[config.mk]
export PLATFORM = sky130hd
export DESIGN_NAME = regfile_write_scheduler
export DESIGN_NICKNAME = d
export VERILOG_FILES = /design/src/rtl/regfile_pkg.sv /design/src/rtl/regfile_write_scheduler_rr_pick.sv /design/src/rtl/regfile_write_scheduler.sv
export SDC_FILE = /design/constraint.sdc
export NUM_CORES = 1
export LEC_CHECK = 0
export ABC_AREA = 1
export CAP_MARGIN = 5
export CORE_MARGIN = 1.5
export CORE_UTILIZATION = 42
export CTS_BUF_LIST = sky130_fd_sc_hd__clkbuf_8
export CTS_CLUSTER_SIZE = 30
export DETAILED_ROUTE_END_ITERATION = 8
export GPL_TIMING_DRIVEN = 0
export PLACE_DENSITY = 0.83
export SYNTH_ARGS = -nofsm -noshare
export SYNTH_HDL_FRONTEND = slang
export SYNTH_HIERARCHICAL = 1
export SYNTH_SLANG_ARGS = --single-unit
[constraint.sdc]
create_clock -name clock -period 5.45 [get_ports clock]
set_input_delay 1.09 -clock clock [delete_from_list [all_inputs] [get_ports clock]]
set_output_delay 1.09 -clock clock [all_outputs]
set_load 0.05 [all_outputs]
[src/rtl/regfile_pkg.sv]
// Shared types and sizes for the register-file write scheduler.
package regfile_pkg;

    localparam int unsigned REG_COUNT   = 32;
    localparam int unsigned INDEX_W     = 5;
    localparam int unsigned DATA_W      = 32;
    localparam int unsigned FILL_CYCLES = REG_COUNT / 2;
    localparam int unsigned FILL_W      = $clog2(FILL_CYCLES);
    localparam int unsigned STAT_W      = 16;

    typedef enum logic {
        INIT,
        RUN
    } state_t;

    // One register-file write port payload.
    typedef struct packed {
        logic               en;
        logic [INDEX_W-1:0] index;
        logic [DATA_W-1:0]  data;
    } wr_port_t;

endpackage

[src/rtl/regfile_write_scheduler_rr_pick.sv]
// Round-robin picker: first set bit of mask at or after start, wrapping mod N.
module rr_pick #(
    parameter int unsigned N  = 4,
    parameter int unsigned PW = $clog2(N)
) (
    input  logic [N-1:0]  mask,
    input  logic [PW-1:0] start,
    output logic          found,
    output logic [PW-1:0] pick
);

    always_comb begin
        found = 1'b0;
        pick  = '0;
        for (int unsigned i = 0; i < N; i++) begin
            if (!found && mask[PW'((32'(start) + i) % N)]) begin
                found = 1'b1;
                pick  = PW'((32'(start) + i) % N);
            end
        end
    end

endmodule

[src/rtl/regfile_write_scheduler.sv]
// Two-port register-file write scheduler: zero-fill after reset, then round-robin dual grant.
// Optional conflict statistics counter enabled by WRSCHED_STATS_EN.
module regfile_write_scheduler
    import regfile_pkg::*;
#(
    parameter int unsigned NUM_REQ = 4
) (
    input  logic                       clock,
    input  logic                       clear_n,
    input  logic [NUM_REQ-1:0]         req_valid,
    input  logic [NUM_REQ*INDEX_W-1:0] req_index,
    input  logic [NUM_REQ*DATA_W-1:0]  req_data,
    output logic [NUM_REQ-1:0]         req_ready,
    output logic                       write1,
    output logic                       write2,
    output logic [INDEX_W-1:0]         write_index1,
    output logic [INDEX_W-1:0]         write_index2,
    output logic [DATA_W-1:0]          write_data1,
    output logic [DATA_W-1:0]          write_data2,
`ifdef WRSCHED_STATS_EN
    output logic [STAT_W-1:0]          conflict_count,
`endif
    output logic                       init_done
);

    localparam int unsigned PW = $clog2(NUM_REQ);

    state_t             state, state_next;
    logic [FILL_W-1:0]  fill_k, fill_k_next;
    logic [PW-1:0]      ptr, ptr_next;
    wr_port_t           port1_q, port2_q, port1_next, port2_next;

    logic               found_a, found_b;
    logic [PW-1:0]      pick_a, pick_b, start_b;
    logic [INDEX_W-1:0] index_a, index_b;
    logic [DATA_W-1:0]  data_a, data_b;
    logic [NUM_REQ-1:0] same_a, mask_b;

    rr_pick #(.N(NUM_REQ), .PW(PW)) u_pick_a (
        .mask  (req_valid),
        .start (ptr),
        .found (found_a),
        .pick  (pick_a)
    );

    always_comb begin
        index_a = '0;
        data_a  = '0;
        for (int unsigned r = 0; r < NUM_REQ; r++) begin
            if (PW'(r) == pick_a) begin
                index_a = req_index[r*INDEX_W +: INDEX_W];
                data_a  = req_data[r*DATA_W +: DATA_W];
            end
        end
    end

    // Second scan starts just after A; requesters targeting A's index must wait.
    always_comb begin
        same_a = '0;
        for (int unsigned r = 0; r < NUM_REQ; r++) begin
            same_a[r] = req_valid[r] && (req_index[r*INDEX_W +: INDEX_W] == index_a)
                        && (PW'(r) != pick_a);
        end
        mask_b  = req_valid & ~same_a & ~(NUM_REQ'(1) << pick_a);
        start_b = (pick_a == PW'(NUM_REQ - 1)) ? '0 : pick_a + PW'(1);
    end

    rr_pick #(.N(NUM_REQ), .PW(PW)) u_pick_b (
        .mask  (mask_b),
        .start (start_b),
        .found (found_b),
        .pick  (pick_b)
    );

    always_comb begin
        index_b = '0;
        data_b  = '0;
        for (int unsigned r = 0; r < NUM_REQ; r++) begin
            if (PW'(r) == pick_b) begin
                index_b = req_index[r*INDEX_W +: INDEX_W];
                data_b  = req_data[r*DATA_W +: DATA_W];
            end
        end
    end

    always_ff @(posedge clock or negedge clear_n) begin
        if (!clear_n) begin
            state  <= INIT;
            fill_k <= '0;
            ptr    <= '0;
        end else begin
            state  <= state_next;
            fill_k <= fill_k_next;
            ptr    <= ptr_next;
        end
    end

    always_comb begin
        state_next  = state;
        fill_k_next = fill_k;
        ptr_next    = ptr;
        port1_next  = '0;
        port2_next  = '0;
        req_ready   = '0;
        case (state)
            INIT: begin
                port1_next  = '{en: 1'b1, index: {fill_k, 1'b0}, data: '0};
                port2_next  = '{en: 1'b1, index: {fill_k, 1'b1}, data: '0};
                fill_k_next = fill_k + FILL_W'(1);
                if (fill_k == FILL_W'(FILL_CYCLES - 1)) begin
                    state_next = RUN;
                end
            end
            RUN: begin
                if (found_a) begin
                    req_ready[pick_a] = 1'b1;
                    port1_next        = '{en: 1'b1, index: index_a, data: data_a};
                    ptr_next          = (pick_a == PW'(NUM_REQ - 1)) ? '0 : pick_a + PW'(1);
                end
                if (found_b) begin
                    req_ready[pick_b] = 1'b1;
                    port2_next        = '{en: 1'b1, index: index_b, data: data_b};
                    ptr_next          = (pick_b == PW'(NUM_REQ - 1)) ? '0 : pick_b + PW'(1);
                end
            end
            default: state_next = INIT;
        endcase
    end

    always_ff @(posedge clock or negedge clear_n) begin
        if (!clear_n) begin
            port1_q   <= '0;
            port2_q   <= '0;
            init_done <= 1'b0;
        end else begin
            port1_q   <= port1_next;
            port2_q   <= port2_next;
            init_done <= (state_next == RUN);
        end
    end

    assign write1       = port1_q.en;
    assign write_index1 = port1_q.index;
    assign write_data1  = port1_q.data;
    assign write2       = port2_q.en;
    assign write_index2 = port2_q.index;
    assign write_data2  = port2_q.data;

`ifdef WRSCHED_STATS_EN
    logic              conflict;
    logic [STAT_W-1:0] conflict_q;

    assign conflict = found_a && (|same_a);

    // Saturating count of RUN cycles where a same-index requester was held back.
    always_ff @(posedge clock or negedge clear_n) begin
        if (!clear_n) begin
            conflict_q <= '0;
        end else if ((state == RUN) && conflict && (conflict_q != '1)) begin
            conflict_q <= conflict_q + STAT_W'(1);
        end
    end

    assign conflict_count = conflict_q;
`endif

endmodule

==> summary.md <==
| Metric | Value |
|---|---|
| Arrival time of data at the critical path endpoint | 4.74 ns |
| Final critical-path required period | just under 6 ns |
| Pin count of the biggest net entering global routing | 57 |
| Mux share of post-synthesis cell area | 0.001633 |
| Number of clock buffers inserted by TritonCTS | 9 |
| Worst skew pair latency | 0.38 ns |
| Smallest setup slack after layout | -0.3803 ns |
| TritonCTS Sinks | between 80 and 90 |
| Total routing resource utilization after global routing | 0.3489 |
| XOR/XNOR share of the synthesized area | 0.004286 |
| Count of boundary I/O pins | about 240 |
| Simple-Gate Fraction of Synth Area | 0.2965 |
| Yosys cell types | 42 |
| RSZ-0062 raised after global routing | true |
| Kind of path behind the tightest hold check | flop to flop |
| Standard cell with the maximum stage delay on the critical path | sky130_fd_sc_hd__ha_4 |
| Floorplan die area | about 15000 µm² |
| Proportion of layout cells with a drive suffix above 1 | 0.2507 |
| Yosys reg bits | between 80 and 90 |
| Final HPWL DP | between 15000 and 20000 µm |
| Library cell used as clock root buffer | sky130_fd_sc_hd__clkbuf_8 |
| Worst slew slack as a fraction of its limit | 0.3088 |
| Number of buffers added to fix hold violations after cts | 0 |
| Cell taking the most area after synthesis | sky130_fd_sc_hd__dfrtp_1 |
| Total wire length after detailed routing | ~29000 µm |
| Worst path max stage delay | ~0.21 ns |
| Diode insertion count for antenna repair | 0 |
| Worst clock skew | between 0.005 and 0.006 ns |
| Largest buffer count on any clock path | 2 |
| Global-route wire length before repair | approximately 40000 µm |
| Via-to-Cell Ratio | about 6.2 |
| Avg WL per Cell | about 22 µm |
| Kind of start point of the critical path | input pin |
| Clock slew at the register clock pins of the worst setup and hold paths | 0.09 ns |
| Top cells by area, synth | sky130_fd_sc_hd__dfrtp_1, sky130_fd_sc_hd__nand2_1, sky130_fd_sc_hd__a21oi_1 |
| Final instance area | between 9000 and 10000 µm² |
| Clock tree from TritonCTS | yes |
| Worst slew pin tran | approximately 1.0 ns |
| Failing checks | negative setup slack |
| Mapped Area | around 6000 µm² |
| Number of max-cap violations | 0 |
| Placed inst area | around 9000 µm² |
| Layout Nets | roughly 1300 |
| Post-synthesis cell count | 831 |
| Die span in x | around 120 µm |
| Compound-cell area share of the yosys netlist | 0.2494 |
| Port Buf Inserts | about 230 |
| Global placer's final weighted congestion | slightly below 1 |
| Sequential-to-total area share from yosys stat | 0.3388 |
| Routed vias | between 8000 and 9000 |
| Maximum fanout count along the critical path | 6 |
| Number of nets in the synthesized netlist | just under 1000 |
| Maximum achievable frequency | ~170 MHz |
| Std cell rows | 43 |
| Setup Viol. Count Final | 4 |
| Fill cell instance count of the final layout | around 1100 |
| Post-synthesis to final-layout area growth | 60.76% |
| Period utilisation layout | 1.070 |
| Avg Cell Area, Syn | approximately 7.4 µm² |
| Number of optimization iterations in the first detailed-route pass | 9 |
| Y dimension of the die | 123.8 µm |
| Sequential cell area | about 2100 µm² |
| Outcome | finished, violations left |
| Dominant combinational cell family by area after synthesis | simple AND/OR/NAND/NOR gates |
| Final cell utilization of the core | 0.7019 |
| Category of the worst setup path capture point | primary output |
| Category of the critical setup timing path | input pin to primary output |
| Hold violation total from the final report | 0 |
| Detail Route Antenna Nets | 0 |
| Initial antenna violation count | 1 |
| Fraction of the mapped netlist area in adder cells | 0.01837 |
| Count of routing violations after the opening detailed-route iteration | 1153 |
| Data required time at the worst endpoint | between 4 and 5 ns |
| Residual overflow from global routing | 0 |
| DRC violations left | 0 |
| Area fraction of the dominant cell type after synthesis | 0.3388 |
| H-tree depth | 3 |
| Area of the multi-input gates | ~4000 µm² |
| Synth warnings | 6 |
| Setup Slack @ Placement | -1.999 ns |
| Via count of the first global-routing pass | roughly 7500 |
| Core Box Area | 14040 µm² |
| Effective utilization at floorplan | 0.4366 |
| Count of final max-slew check failures | 0 |
[what timing repair did]
action / in CTS / in global routing
resized for setup: 147 / 67
cloned: 1 / 0
setup buffers: 32 / 15
pin swaps: 38 / 55
setup endpoints to repair: 21 / 7
[cell usage in the layout (no fill, tap or decap), types with 5 or more instances in the layout]
cell and n:
sky130_fd_sc_hd__o21ai_1 42, sky130_fd_sc_hd__clkdlybuf4s50_1 225, sky130_fd_sc_hd__inv_1 34, sky130_fd_sc_hd__clkbuf_1 14, sky130_fd_sc_hd__a21oi_1 85, sky130_fd_sc_hd__nor3_2 21, sky130_fd_sc_hd__buf_6 23, sky130_fd_sc_hd__clkbuf_8 10
sky130_fd_sc_hd__buf_1 5, sky130_fd_sc_hd__nand3_1 28, sky130_fd_sc_hd__ha_4 7, sky130_fd_sc_hd__inv_6 5, sky130_fd_sc_hd__buf_2 16, sky130_fd_sc_hd__buf_8 5, sky130_fd_sc_hd__nand2_2 39, sky130_fd_sc_hd__a22oi_1 45
sky130_fd_sc_hd__nand2_1 145, sky130_fd_sc_hd__nand3_4 5, sky130_fd_sc_hd__nand3b_1 8, sky130_fd_sc_hd__nor3_1 16, sky130_fd_sc_hd__a21oi_4 5, sky130_fd_sc_hd__nand2_4 20, sky130_fd_sc_hd__or2_2 13, sky130_fd_sc_hd__inv_2 14
sky130_fd_sc_hd__nand3_2 11, sky130_fd_sc_hd__o21ai_0 51, sky130_fd_sc_hd__nor2_1 31, sky130_fd_sc_hd__dfrtp_1 83, sky130_fd_sc_hd__nor2_2 9, sky130_fd_sc_hd__buf_4 43, sky130_fd_sc_hd__inv_4 6, sky130_fd_sc_hd__o211ai_1 5
[metal layers]
metal | up-vias | track usage | wire, µm
li1 | 3428 | - | -
met1 | 3650 | 0.3902 | 9333
met2 | 736 | 0.5722 | 13370
met3 | 214 | 0.09936 | 3804
met4 | 0 | 0.2457 | 2278
met5 | - | 0 | 0
[synthesized netlist by cell type, drive strengths merged]
cell type  number
a22oi          45
o21ai          93
xnor2           1
nand3          44
or2            16
o211ai          5
nor3           37
dfrtp          83
buf            42
o22ai           9
nor2           45
clkbuf         15
a22o            4
mux2i           1
inv            60
a211oi          7
nand3b          8
a21oi          94
a31oi           1
nand2         204
nand4           3
ha              9
xor2            2
o221ai          3
[flip-flops by register name, indices dropped and copies added (netlist names)]
| signal | count |
|---|---|
| ptr | 2 |
| write_data1 | 32 |
| write_data2 | 32 |
| write_index2 | 5 |
| write1 | 1 |
| init_done | 1 |
| write_index1 | 5 |
| write2 | 1 |
| fill_k | 4 |
[worst max-delay path: cells and delay by family]
kind	cells	cell delay [ns]
and+or+nand+nor	20	1.99
buffers and inverters	10	1.04
adders and majority gates	2	0.38
AOI/OAI and AO/OA	2	0.20
[logic make-up after synthesis]
logic type	count (synthesis)
flip-flops	83
adder cells (fa/ha/maj)	9
XOR/XNOR	3
AND/OR/NAND/NOR	357
AO/OA/AOI/OAI	261
buffers and inverters	117
multiplexers	1
[area by class of cell]
cell class,count,area share
multi-input cells,631,0.4000
inverters,60,0.02793
well taps,180,0.02285
clock inverters,6,0.005586
plain buffers,52,0.03364
repair buffers,283,0.2853
clock buffers,10,0.01396
flip-flops and latches,83,0.2107
[worst paths after layout]
| kind | to | slack (ns) | cells past startpoint | startpoint |
|---|---|---|---|---|
| worst max-delay path | req_ready[0] | -0.38 | 34 | req_valid[3] |
| worst min-delay path | fill_k[0] | 0.52 | 1 | fill_k[0] |
| worst max register to register | write_data2[14] | 0.17 | 39 | ptr[1] |
| worst min register to register | fill_k[0] | 0.52 | 1 | fill_k[0] |
| max in group asynchronous | ptr[1] | 4.23 | 2 | clear_n |
| min in group asynchronous | write_data1[27] | 0.62 | 1 | clear_n |
[through the flow]
| step | hold slack (ns) | TNS [ns] | std cells |
|---|---|---|---|
| after floorplan | 0.4649 | -0.1164 | 831 |
| after global placement | 0.4895 | -21.78 | 1245 |
| after detailed placement | 0.5046 | -22.66 | 1246 |
| after CTS | 0.5195 | -0.5508 | 1295 |
| after global routing | 0.5342 | -2.669 | 1305 |
| final | 0.5223 | -1.235 | 1305 |
Power is not shown: default switching activity piles up to over one toggle a cycle in this logic, so the estimate is an artifact.
